`config.mk`:
```
export PLATFORM = sky130hd
export DESIGN_NAME = ssd_monitor
export DESIGN_NICKNAME = d
export VERILOG_FILES = /design/src/rtl/ssd_monitor.sv
export SDC_FILE = /design/constraint.sdc
export NUM_CORES = 1
export LEC_CHECK = 0
export CORE_ASPECT_RATIO = 1.1
export CORE_UTILIZATION = 50
export DETAILED_ROUTE_END_ITERATION = 8
export PLACE_DENSITY_LB_ADDON = 0.3
export RECOVER_POWER = 50
export SLEW_MARGIN = 30
export SYNTH_ARGS = -nofsm -noshare
export SYNTH_HDL_FRONTEND = slang
export SYNTH_SLANG_ARGS = --single-unit
```
`constraint.sdc`:
```
create_clock -name clock -period 4.7 [get_ports clock]
set_clock_uncertainty 0.1 [all_clocks]
set_input_delay 0.705 -clock clock [delete_from_list [all_inputs] [get_ports clock]]
set_output_delay 0.705 -clock clock [all_outputs]
set_load 0.05 [all_outputs]
```
`src/rtl/ssd_monitor.sv`:
```
// Seven-segment display bus monitor: recovers the four displayed characters
// from the multiplexed segment/anode lines and reports digit status, frames and stalls.
module ssd_monitor #(
    parameter int STABLE  = 16,
    parameter int TIMEOUT = 400000
) (
    input  logic        clock,
    input  logic        reset,
    input  logic [6:0]  C,
    input  logic [3:0]  AN,
    output logic [15:0] digits,
    output logic [7:0]  status,
    output logic        frame,
    output logic        stalled
);

    localparam int DW = $clog2(STABLE + 1);
    localparam int TW = $clog2(TIMEOUT + 1);

    typedef enum logic [1:0] {
        ST_NONE    = 2'b00,
        ST_HEX     = 2'b01,
        ST_BLANK   = 2'b10,
        ST_INVALID = 2'b11
    } digit_status_e;

    typedef struct packed {
        digit_status_e st;
        logic [3:0]    value;
    } decode_t;

    // Segment lines are active-low with C[6]=a ... C[0]=g.
    function automatic decode_t decode(input logic [6:0] c);
        decode_t r;
        r.st    = ST_HEX;
        r.value = 4'h0;
        case (c)
            7'h01: r.value = 4'h0;
            7'h4F: r.value = 4'h1;
            7'h12: r.value = 4'h2;
            7'h06: r.value = 4'h3;
            7'h4C: r.value = 4'h4;
            7'h24: r.value = 4'h5;
            7'h20: r.value = 4'h6;
            7'h0F: r.value = 4'h7;
            7'h00: r.value = 4'h8;
            7'h04: r.value = 4'h9;
            7'h08: r.value = 4'hA;
            7'h60: r.value = 4'hB;
            7'h31: r.value = 4'hC;
            7'h42: r.value = 4'hD;
            7'h30: r.value = 4'hE;
            7'h38: r.value = 4'hF;
            7'h7F: r.st    = ST_BLANK;
            default: r.st  = ST_INVALID;
        endcase
        return r;
    endfunction

    logic [10:0]   pair_q,   pair_d;
    logic [DW-1:0] dwell_q,  dwell_d;
    logic [15:0]   digits_q, digits_d;
    logic [7:0]    status_q, status_d;
    logic [3:0]    seen_q,   seen_d;
    logic [TW-1:0] stall_q,  stall_d;
    logic          frame_q,  frame_d;

    logic          same;
    logic          one_hot;
    logic          capture;
    logic [3:0]    sel;
    logic [3:0]    seen_all;
    decode_t       dec;

    always_comb begin
        // NOTE: every combinational output gets a default first so no path leaves a latch.
        pair_d   = {AN, C};
        dwell_d  = DW'(1);
        digits_d = digits_q;
        status_d = status_q;
        seen_d   = seen_q;
        frame_d  = 1'b0;
        stall_d  = stall_q;

        sel      = ~AN;
        one_hot  = (sel != 4'b0000) && ((sel & (sel - 4'd1)) == 4'b0000);
        dec      = decode(C);
        seen_all = seen_q | sel;

        // A zero dwell count means nothing valid has been sampled since reset.
        same = (dwell_q != '0) && (pair_d == pair_q);
        if (same) begin
            dwell_d = (dwell_q == DW'(STABLE)) ? dwell_q : dwell_q + DW'(1);
        end

        capture = one_hot && same && (dwell_q == DW'(STABLE - 1));

        if (capture) begin
            for (int i = 0; i < 4; i++) begin
                if (sel[i]) begin
                    status_d[2*i +: 2] = dec.st;
                    if (dec.st != ST_INVALID) begin
                        digits_d[4*i +: 4] = dec.value;
                    end
                end
            end
            if (seen_all == 4'hF) begin
                frame_d = 1'b1;
                seen_d  = 4'h0;
            end else begin
                seen_d  = seen_all;
            end
            stall_d = '0;
        end else if (stall_q != TW'(TIMEOUT)) begin
            stall_d = stall_q + TW'(1);
        end
    end

    // NOTE: state updates use non-blocking assignments so every flop samples pre-edge values.
    always_ff @(posedge clock) begin
        if (reset) begin
            pair_q   <= '0;
            dwell_q  <= '0;
            digits_q <= '0;
            status_q <= '0;
            seen_q   <= '0;
            stall_q  <= '0;
            frame_q  <= 1'b0;
        end else begin
            pair_q   <= pair_d;
            dwell_q  <= dwell_d;
            digits_q <= digits_d;
            status_q <= status_d;
            seen_q   <= seen_d;
            stall_q  <= stall_d;
            frame_q  <= frame_d;
        end
    end

    assign digits  = digits_q;
    assign status  = status_q;
    assign frame   = frame_q;
    assign stalled = (stall_q == TW'(TIMEOUT));

endmodule

```
# ---- After elaboration in Yosys (flattened, before gate mapping)
# Cells that the tools add are included.
dict set report word_totals {
  reg_bits 64
}
dict set report classes {
  bitwise_logic 5
  reduce_logical 20
  n_mux 6
  addsub 3
  n_eq_ne 24
}
# operator n
set op_table {}
lappend op_table {{$pmux 4 s15} 1}
lappend op_table {{$eq 7x6->1 const B} 5}
lappend op_table {{$eq 7x7->1 const B} 5}
lappend op_table {{$add 19x1->19 const B} 1}
lappend op_table {{$eq 19x19->1 const B} 1}
lappend op_table {{$ne 19x19->1 const B} 1}
lappend op_table {{$reduce_or 16->1} 1}
lappend op_table {{$eq 7x3->1 const B} 2}
lappend op_table {{$eq 7x4->1 const B} 2}
lappend op_table {{$reduce_and 3->1} 4}
lappend op_table {{$eq 11x11->1} 1}
lappend op_table {{$reduce_and 2->1} 4}
lappend op_table {{$eq 7x1->1 const B} 1}
lappend op_table {{$eq 7x5->1 const B} 1}
lappend op_table {{$logic_not 7->1} 1}
lappend op_table {{$reduce_or 2->1} 3}
lappend op_table {{$add 5x1->5 const B} 1}
lappend op_table {{$eq 5x4->1 const B} 1}
lappend op_table {{$eq 5x5->1 const B} 1}
lappend op_table {{$reduce_bool 5->1} 1}
lappend op_table {{$and 4x4->4} 1}
lappend op_table {{$eq 4x4->1 const B} 1}
lappend op_table {{$logic_and 1x1->1} 4}
lappend op_table {{$logic_not 4->1} 1}
lappend op_table {{other kinds (9)} 13}

# ---- Longest topological paths before layout
dict set report depth {
  depth_word 9
  mapped_depth 10
  mapped_depth_nobuf 9
}

# ---- Worst setup path after synthesis
# OpenSTA, ideal clock, no wires.
dict set report synth_timing {
  kind {input -> register}
  from {input C[0]}
  to {register digits_q[0], in the netlist digits[0]}
  setup_time_ps 121
  t_arrival_ps 2937
  path_slack_ps 1543
  cell_stages 9
  n_path_buf 1
  t_required_ps 4479
  path_cell_list {clkbuf_1 nor2_1 o2111ai_1 o211ai_1 or2_2 ha_1 nand2b_1 nor4_4 mux2_2}
}
dict set report synth_via {
  elab_chain_len 5
  word_cells_on_any_way 26
  classes_between {eq/ne (18); mux (2); reduce/logical (6)}
}
# element line_no
set synth_lines {}
lappend synth_lines {{start, declared} 9} ;# input logic [6:0] C,
lappend synth_lines {{$eq 7x6->1, or another cell as far along} 37} ;# case (c)
lappend synth_lines {{$reduce_or 16->1 (no source line) / $logic_and 1x1->1 (equally long branches)} n/a}
lappend synth_lines {{$pmux 2 s2 / $logic_and 1x1->1 (equally long branches)} {37, 96}}
lappend synth_lines {{$ne 2x2->1 / $logic_and 1x1->1 (equally long branches)} {102, 96}}
lappend synth_lines {{$reduce_and 3->1 (no source line)} n/a}
lappend synth_lines {{end signal, assigned} 132} ;# digits_q <= digits_d;
lappend synth_lines {{end, declared} 62} ;# logic [15:0] digits_q, digits_d;
# Parallel ways exist; a longest one is shown, timed or not.
# A chain may end at the register's enable or synchronous reset.

# ---- Worst setup path in the final report
dict set report layout_timing {
  from {input AN[0]}
  to {register seen_q[2]}
}
dict set report layout_via {
  elab_chain_len 7
  word_cells_on_any_way 13
  classes_between {add/sub (1); eq/ne (2); mux (1); bitwise (3); reduce/logical (6)}
}
# element line_no
set layout_lines {}
lappend layout_lines {{start, declared} 10} ;# input logic [3:0] AN,
lappend layout_lines {{$not 4->4} 85} ;# sel = ~AN;
lappend layout_lines {{$sub 4x1->4} 86} ;# one_hot = (sel != 4'b0000) && ((sel & (sel - 4'd1)) == 4'b0000);
lappend layout_lines {{$and 4x4->4} 86}
lappend layout_lines {{$logic_not 4->1} 86}
lappend layout_lines {{$logic_and 1x1->1} 86}
lappend layout_lines {{$logic_and 1x1->1 (2 in a row)} 96} ;# capture = one_hot && same && (dwell_q == DW'(STABLE - 1));
lappend layout_lines {{end signal, assigned} 134} ;# seen_q <= seen_d;
lappend layout_lines {{end, declared} 64} ;# logic [3:0] seen_q, seen_d;
# Parallel ways exist; a longest one is shown, timed or not.

==> metrics.md <==
| Metric | Value |
|---|---|
| Status | finished, violations left |
| Violations in the final reports | max-capacitance violations, max-slew violations |
| Required @ worst endpoint | between 4 and 5 ns |
| Ys flop type | dfxtp_1 |
| Post-synthesis sequential area ratio | between 30% and 40% |
| Hold Crit Class | flop to flop |
| Post-route ant nets | 0 |
| Placer Congestion | ~0.9 |
| Post-Route WL | 6660 µm |
| Syn Area/Cell | 9.49 µm² |
| Most frequent cells in the layout | dfxtp_1 (64), nor2_1 (39), dlygate4sd3_1 (27) |
| Layout cell share with drive strength beyond 1 | 10.4% |
| Worst Setup Path Type | primary input to flop |
| Tightest Pin Transition | 2.26 ns |
| Max_cap viols | 1 |
| Largest net degree at the start of global routing | 37 |
| Fmax | roughly 260 MHz |
| FF/Latch Area | between 0.001 and 0.0015 mm² |
| Ys Warns | 0 |
| Nets | about 400 |
| Mapped cell area | about 0.0032 mm² |
| CTS tree | done |
| Multi-input logic area | 0.00179 mm² |
| Clock sink total | between 60 and 70 |
| Pre-antenna DRT Iters | 4 |
| Initial Utilization | 51.8% |
| Avg Vias per Cell | 5.41 |
| RSZ-0062 raised after global routing | false |
| Slew Viols, Final | 10 |
| Worst-path cell with the longest stage delay | a311oi_1 |
| Setup tns final | 0 ns |
| Initial antenna violation count | 0 |
| Post-synthesis net count | about 360 |
| Crit path cell chain | clkdlybuf4s50_1 > and4b_1 > a311oi_1 > nor4b_1 > a21oi_1 > a21boi_1 |
| CTS Root Cell | clkbuf_8 |
| Cells after synthesis | ~340 |
| Final Cell Area | ~0.0039 mm² |
| # rows | 30 |
| Cell Count, Final, Fillers Out | 456 |
| Setup-failing EPs final | 0 |
| Post-CTS Setup Bufs | 0 |
| DR vias | 2468 |
| Leakage | between 1 and 1.5 nW |
| Area Growth Syn to Fin | 20.3% |
| Commonest non-fill, non-tap cell in the layout | dfxtp_1 |
| H-tree levels | 3 |
| P per Cell Area | 319 mW/mm² |
| Area of the core | 0.00619 mm² |
| Dpl ws | 0.811 ns |
| Die Y-Extent | 86.0 µm |
| #FFs+latches synth | 64 |
| Post-DP HPWL | between 4000 and 5000 µm |
| Clock latency on the worst-skew pair | roughly 0.35 ns |
| CP max stage delay | 1.68 ns |
| First-pass GRT wire length | around 11000 µm |
| CTS Buf Count | 9 |
| Port bufs | 38 |
| Avg WL per Cell | about 15 µm |
| Tmin final | around 4 ns |
| Worst slew margin | -51.6% |
| Worst setup margin | ~0.80 ns |
| Reg2Reg Setup Slack | ~2.3 ns |
| Clock-pin transition on the worst setup and hold timing paths | about 0.07 ns |
| Post-synth EDFFs | 0 |
| Initial DRC Count | between 100 and 150 |
| Die X | 78.4 µm |
| Crit start category | primary input |
| Post-synth ARST share | 0% |
| Critical path capture point type | flop |
| Placed standard-cell area | 0.00363 mm² |
| Total track usage | between 20% and 30% |
| Tcrit/Tclk final | slightly above 80% |
| Hold Fails Final Rpt | 0 |
| Worst Path Arrival | 4.09 ns |
| # hold bufs at CTS | 0 |
| DR DRC count | 0 |
| CP Max Fanout | 9 |
| Die ar. | 0.00674 mm² |
| Maximum root-to-sink buffer count | 2 |
| Remaining global-route overflow | 0 |
| Crit path buffers/inverters | 1 |
| FILL cells | approximately 540 |
| Placed cells | 440 |
| Num ports | 39 |
| # resized after CTS | 0 |
| Power Total | between 1 and 1.5 mW |
| Critical path's top delay family | compound AO/OA/AOI/OAI gates |
| Synth unique cells | 45 |
| Peak supply drop | around 0.20 mV |
| Vias in the first global route | 2393 |
| Diodes inserted | 0 |
-- logic make-up (layout without fill, tap and decap cells) --
logic type / Yosys count / count (layout) / synth area share, %
multiplexers: 26 / 26 / 8.43
adder cells (fa/ha/maj): 7 / 7 / 2.73
buffers and inverters: 31 / 69 / 3.78
flip-flops: 64 / 64 / 40.0
AO/OA/AOI/OAI: 28 / 28 / 6.28
AND/OR/NAND/NOR: 148 / 148 / 29.5
XOR/XNOR: 34 / 34 / 9.29
-- stage by stage --
stage / utilization (%) / hold WS [ns]
after detailed placement: 58.5 / 0.339
after floorplan: - / 0.324
after CTS: 62.6 / 0.351
after global routing: 62.3 / 0.390
final: 62.3 / 0.347
after global placement: 58.5 / 0.337
-- where the power goes --
group	total, mW	leakage, nW	switching [mW]	internal, mW
Combinational	0.0859	0.847	0.0522	0.0337
Sequential	0.555	0.519	0.00516	0.550
Clock	0.589	0.127	0.220	0.369
Total	1.23	1.49	0.277	0.953
-- cell type report --
class / count / share of cell area (%)
clock buffers: 10 / 3.57
flip-flops and latches: 64 / 33.2
clock inverters: 6 / 3.02
inverters: 14 / 1.36
well taps: 80 / 2.59
multi-input cells: 243 / 46.3
repair buffers: 39 / 9.95
-- per-layer routing --
metal  up-vias  part of all wire [%]  routed length [µm]  track usage, %
li1       1233                     -                   -               -
met2        60                    49                3230            36.0
met1      1165                    46                3040            25.0
met4         0                   1.7                 113            10.3
met3        10                   4.0                 267            4.89
met5         -                     0                   0               0
-- Yosys cell counts, types with 2 or more instances --
cell	count	share of area (%)
o2111ai_1	2	0.55
and4b_1	3	0.94
nor3_1	8	1.2
or2_2	3	0.59
o21ai_0	5	0.78
a31oi_1	2	0.39
mux2i_1	18	5.6
nor4bb_1	2	0.62
and4_1	3	0.82
nor3b_1	2	0.47
nand3_1	14	2.2
nand2b_1	21	4.1
nor2b_1	16	3.1
buf_2	4	0.62
nor2_1	39	4.6
or3_1	2	0.39
dfxtp_1	64	40
and3_1	4	0.78
mux2_2	8	2.8
o21a_1	3	0.70
inv_1	14	1.6
o22ai_1	2	0.39
nand2_1	7	0.82
ha_1	7	2.7
nor4b_2	3	1.4
a21oi_1	7	1.1
nor4b_1	3	0.82
xnor2_1	10	2.7
nand4_1	8	1.6
xor2_1	24	6.6
nor4_4	5	3.3
clkbuf_1	12	1.4
-- path summary, 6_finish.rpt --
path | from | endpoint | cells after the start
min reg2reg | seen_q[2]$_SDFFE_PP0P_ | seen_q[2]$_SDFFE_PP0P_ | 2
min | seen_q[2]$_SDFFE_PP0P_ | seen_q[2]$_SDFFE_PP0P_ | 2
max | AN[0] | seen_q[2]$_SDFFE_PP0P_ | 6
max reg2reg | dwell_q[1]$_SDFFE_PP0P_ | digits[4]$_SDFFE_PP0P_ | 6
-- sequential cells by signal, summed over array words and instances, names as in the netlist --
register	flops
seen_q	4
status	8
digits	16
stall_q	19
dwell_q	5
pair_q	11
frame	1
-- worst min-delay path, cell delays in order (launching register included) --
cell,delay (ns)
dfxtp_1,0.31
inv_1,0.05
a21boi_1,0.05
Power figures use the tool's default switching activity.
==> patch, RTL diff (same flow settings) <==
The parameter `STABLE` goes from 16 to 8.
--- a/src/rtl/ssd_monitor.sv
+++ b/src/rtl/ssd_monitor.sv
@@ -1,7 +1,7 @@
 // Seven-segment display bus monitor: recovers the four displayed characters
 // from the multiplexed segment/anode lines and reports digit status, frames and stalls.
 module ssd_monitor #(
-    parameter int STABLE  = 16,
+    parameter int STABLE  = 8,
     parameter int TIMEOUT = 400000
 ) (
     input  logic        clock,
Function: changed (a bounded check fails within 10 cycles, from zero or initial values and one cycle with reset high).
==> patch against the original RTL <==
  * Wire length up 2.5%
  * Non-clock buffer count up 4
  * Sequential cell count down 1
  * Utilization up 1.8 points
  * Cell area down 1.7%
  * Combinational power up 6.6%
  * Power down 1.6%
  * Fmax up 3.4%
  * Largest power group unchanged
  * Critical endpoint is now digits[11]
  * Area after synthesis down 1.8%
  * Worst setup slack better by 0.13 ns
  * First-iteration DRC count up 11%
  * Die area down 1.8%
==> patch: results (changes against the original RTL) <==
** Route
- The average wire length per cell after detail routing is 14.4 um (-1.6%).
- Routed via count :: 2657 (+7.7%)
- The DRC violation total after the first TritonRoute iteration was 113 (+11%).

** Logic synthesis
- By area the synthesized netlist is led by dfxtp_1, mux2i_1, xor2_1.
- Share of cell area taken by muxes after synthesis :: 5.41% (-3.0 points)
- Post-synthesis cell type count :: 48 (+6.7%)
- Share of the synthesized area in compound gates (AO/OA/AOI/OAI) :: 9.30% (+3.0 points)
- Ranked by instance count, the synthesized netlist is headed by dfxtp_1, nor2_1, nand2_1.
- The adder and majority cell fraction of the synthesized area was 2.38% (-0.35 points).
- The net count of the mapped netlist came to 379 (+5.9%).
- Fraction of synthesized cell area in xor and xnor cells :: 9.18% (-0.10 points)

** Setup path
- Crit path max fanout :: 17 (+8)
- Setup slack on the worst flop-to-flop path :: 1.76 ns (-0.57 ns)
- Stage delay of the slowest cell on the critical path :: 0.68 ns (-1.00 ns)
- Among cell families on the critical path, the largest total delay comes from simple AND/OR/NAND/NOR gates.
- Startpoint of the worst-slack reg-to-reg timing path :: dwell_q[0]
- The endpoint identified for the worst register-to-register timing path is stall_q[6].
- Reg2Reg Depth :: 7 (+1)

** Layout
- FILL cells :: 516 (-3.7%)
- The number of nets in the layout was 412 (+5.4%).
- The share of cells above drive strength 1 came to 7.29% (-3.1 points).

** Pwr
- Largest voltage drop on the vdd net :: 0.000201 V (+0.25%)
- Leakage power :: 1.42 nW (-5.2%)

** Run status
- The run finished with clean final reports.

** Min path
- Capture endpoint of the worst hold path :: status[6]
- In this run the most critical hold path is launched from status[6].

** Timing
- The worst-margin pin slew was 1.20 ns (-1.06 ns).

** Placed design
- The weighted congestion at the end of routability-driven global placement came to 0.905 (+3.4%).

** Global route
- The global-route wire length before repair came to 11800 um (+6.4%).
- The pin count of the biggest net entering global routing was 26 (-30%).
## patch: metal layers
metal | wire [um] | track usage, %
met5 | 0 | 0
met4 | 110 | 8.92
met3 | 257 | 6.67
met2 | 3360 | 36.8
met1 | 3090 | 28.6
## patch: area by class of cell
type / count / share of cell area (%)
Clock inverter: 7 / 3.13
Timing Repair Buffer: 43 / 10.9
Tap cell: 77 / 2.54
Inverter: 15 / 1.48
Clock buffer: 9 / 3.27
Sequential cell: 63 / 33.3
Multi-Input combinational cell: 261 / 45.4
## patch: report_power, final
part | total [W] | internal (W) | switching [W]
Clock | 0.000571 | 0.000353 | 0.000219
Sequential | 0.000547 | 0.000541 | 0.00000573
Combinational | 0.0000916 | 0.0000364 | 0.0000552
Total | 0.00121 | 0.000930 | 0.000280
## patch: worst max-delay path by stage
stage | startpoint | endpoint | slack [ns]
floorplan | C[2] | digits[11] | 1.02
global placement | C[6] | digits[9] | 0.79
detailed placement | C[6] | digits[11] | 0.67
CTS | C[6] | digits[11] | 0.99
global route | C[6] | digits[11] | 0.70
finish | C[6] | digits[11] | 0.92
## patch: worst register-to-register path, delay by kind of cell (launching register included)
family	cells	cell delay, ns
DFF	1	0.38
buffers and inverters	1	0.09
AOI/OAI and AO/OA	1	0.64
adders and majority gates	1	0.21
and+or+nand+nor	4	1.38
## patch: cell families (layout without fill, tap and decap cells)
group           count (synthesis)  after routing
compound gates                 45             45
xor+xnor                       33             33
fa+ha+maj                       6              6
buf+inv                        36             74
flops                          63             63
mux                            17             17
simple gates                  160            160
## patch: metrics by stage
step / instance area [um^2] / util [%] / hold WS, ns / std cells / setup WS [ns]
finish: 3790 / 64.1 / 0.353 / 475 / 0.923
global route: 3790 / 64.1 / 0.369 / 475 / 0.701
CTS: 3800 / 64.2 / 0.358 / 475 / 0.989
detailed placement: 3560 / 60.1 / 0.341 / 459 / 0.673
global placement: 3560 / 60.1 / 0.338 / 459 / 0.786
floorplan: 3150 / - / 0.340 / 360 / 1.02
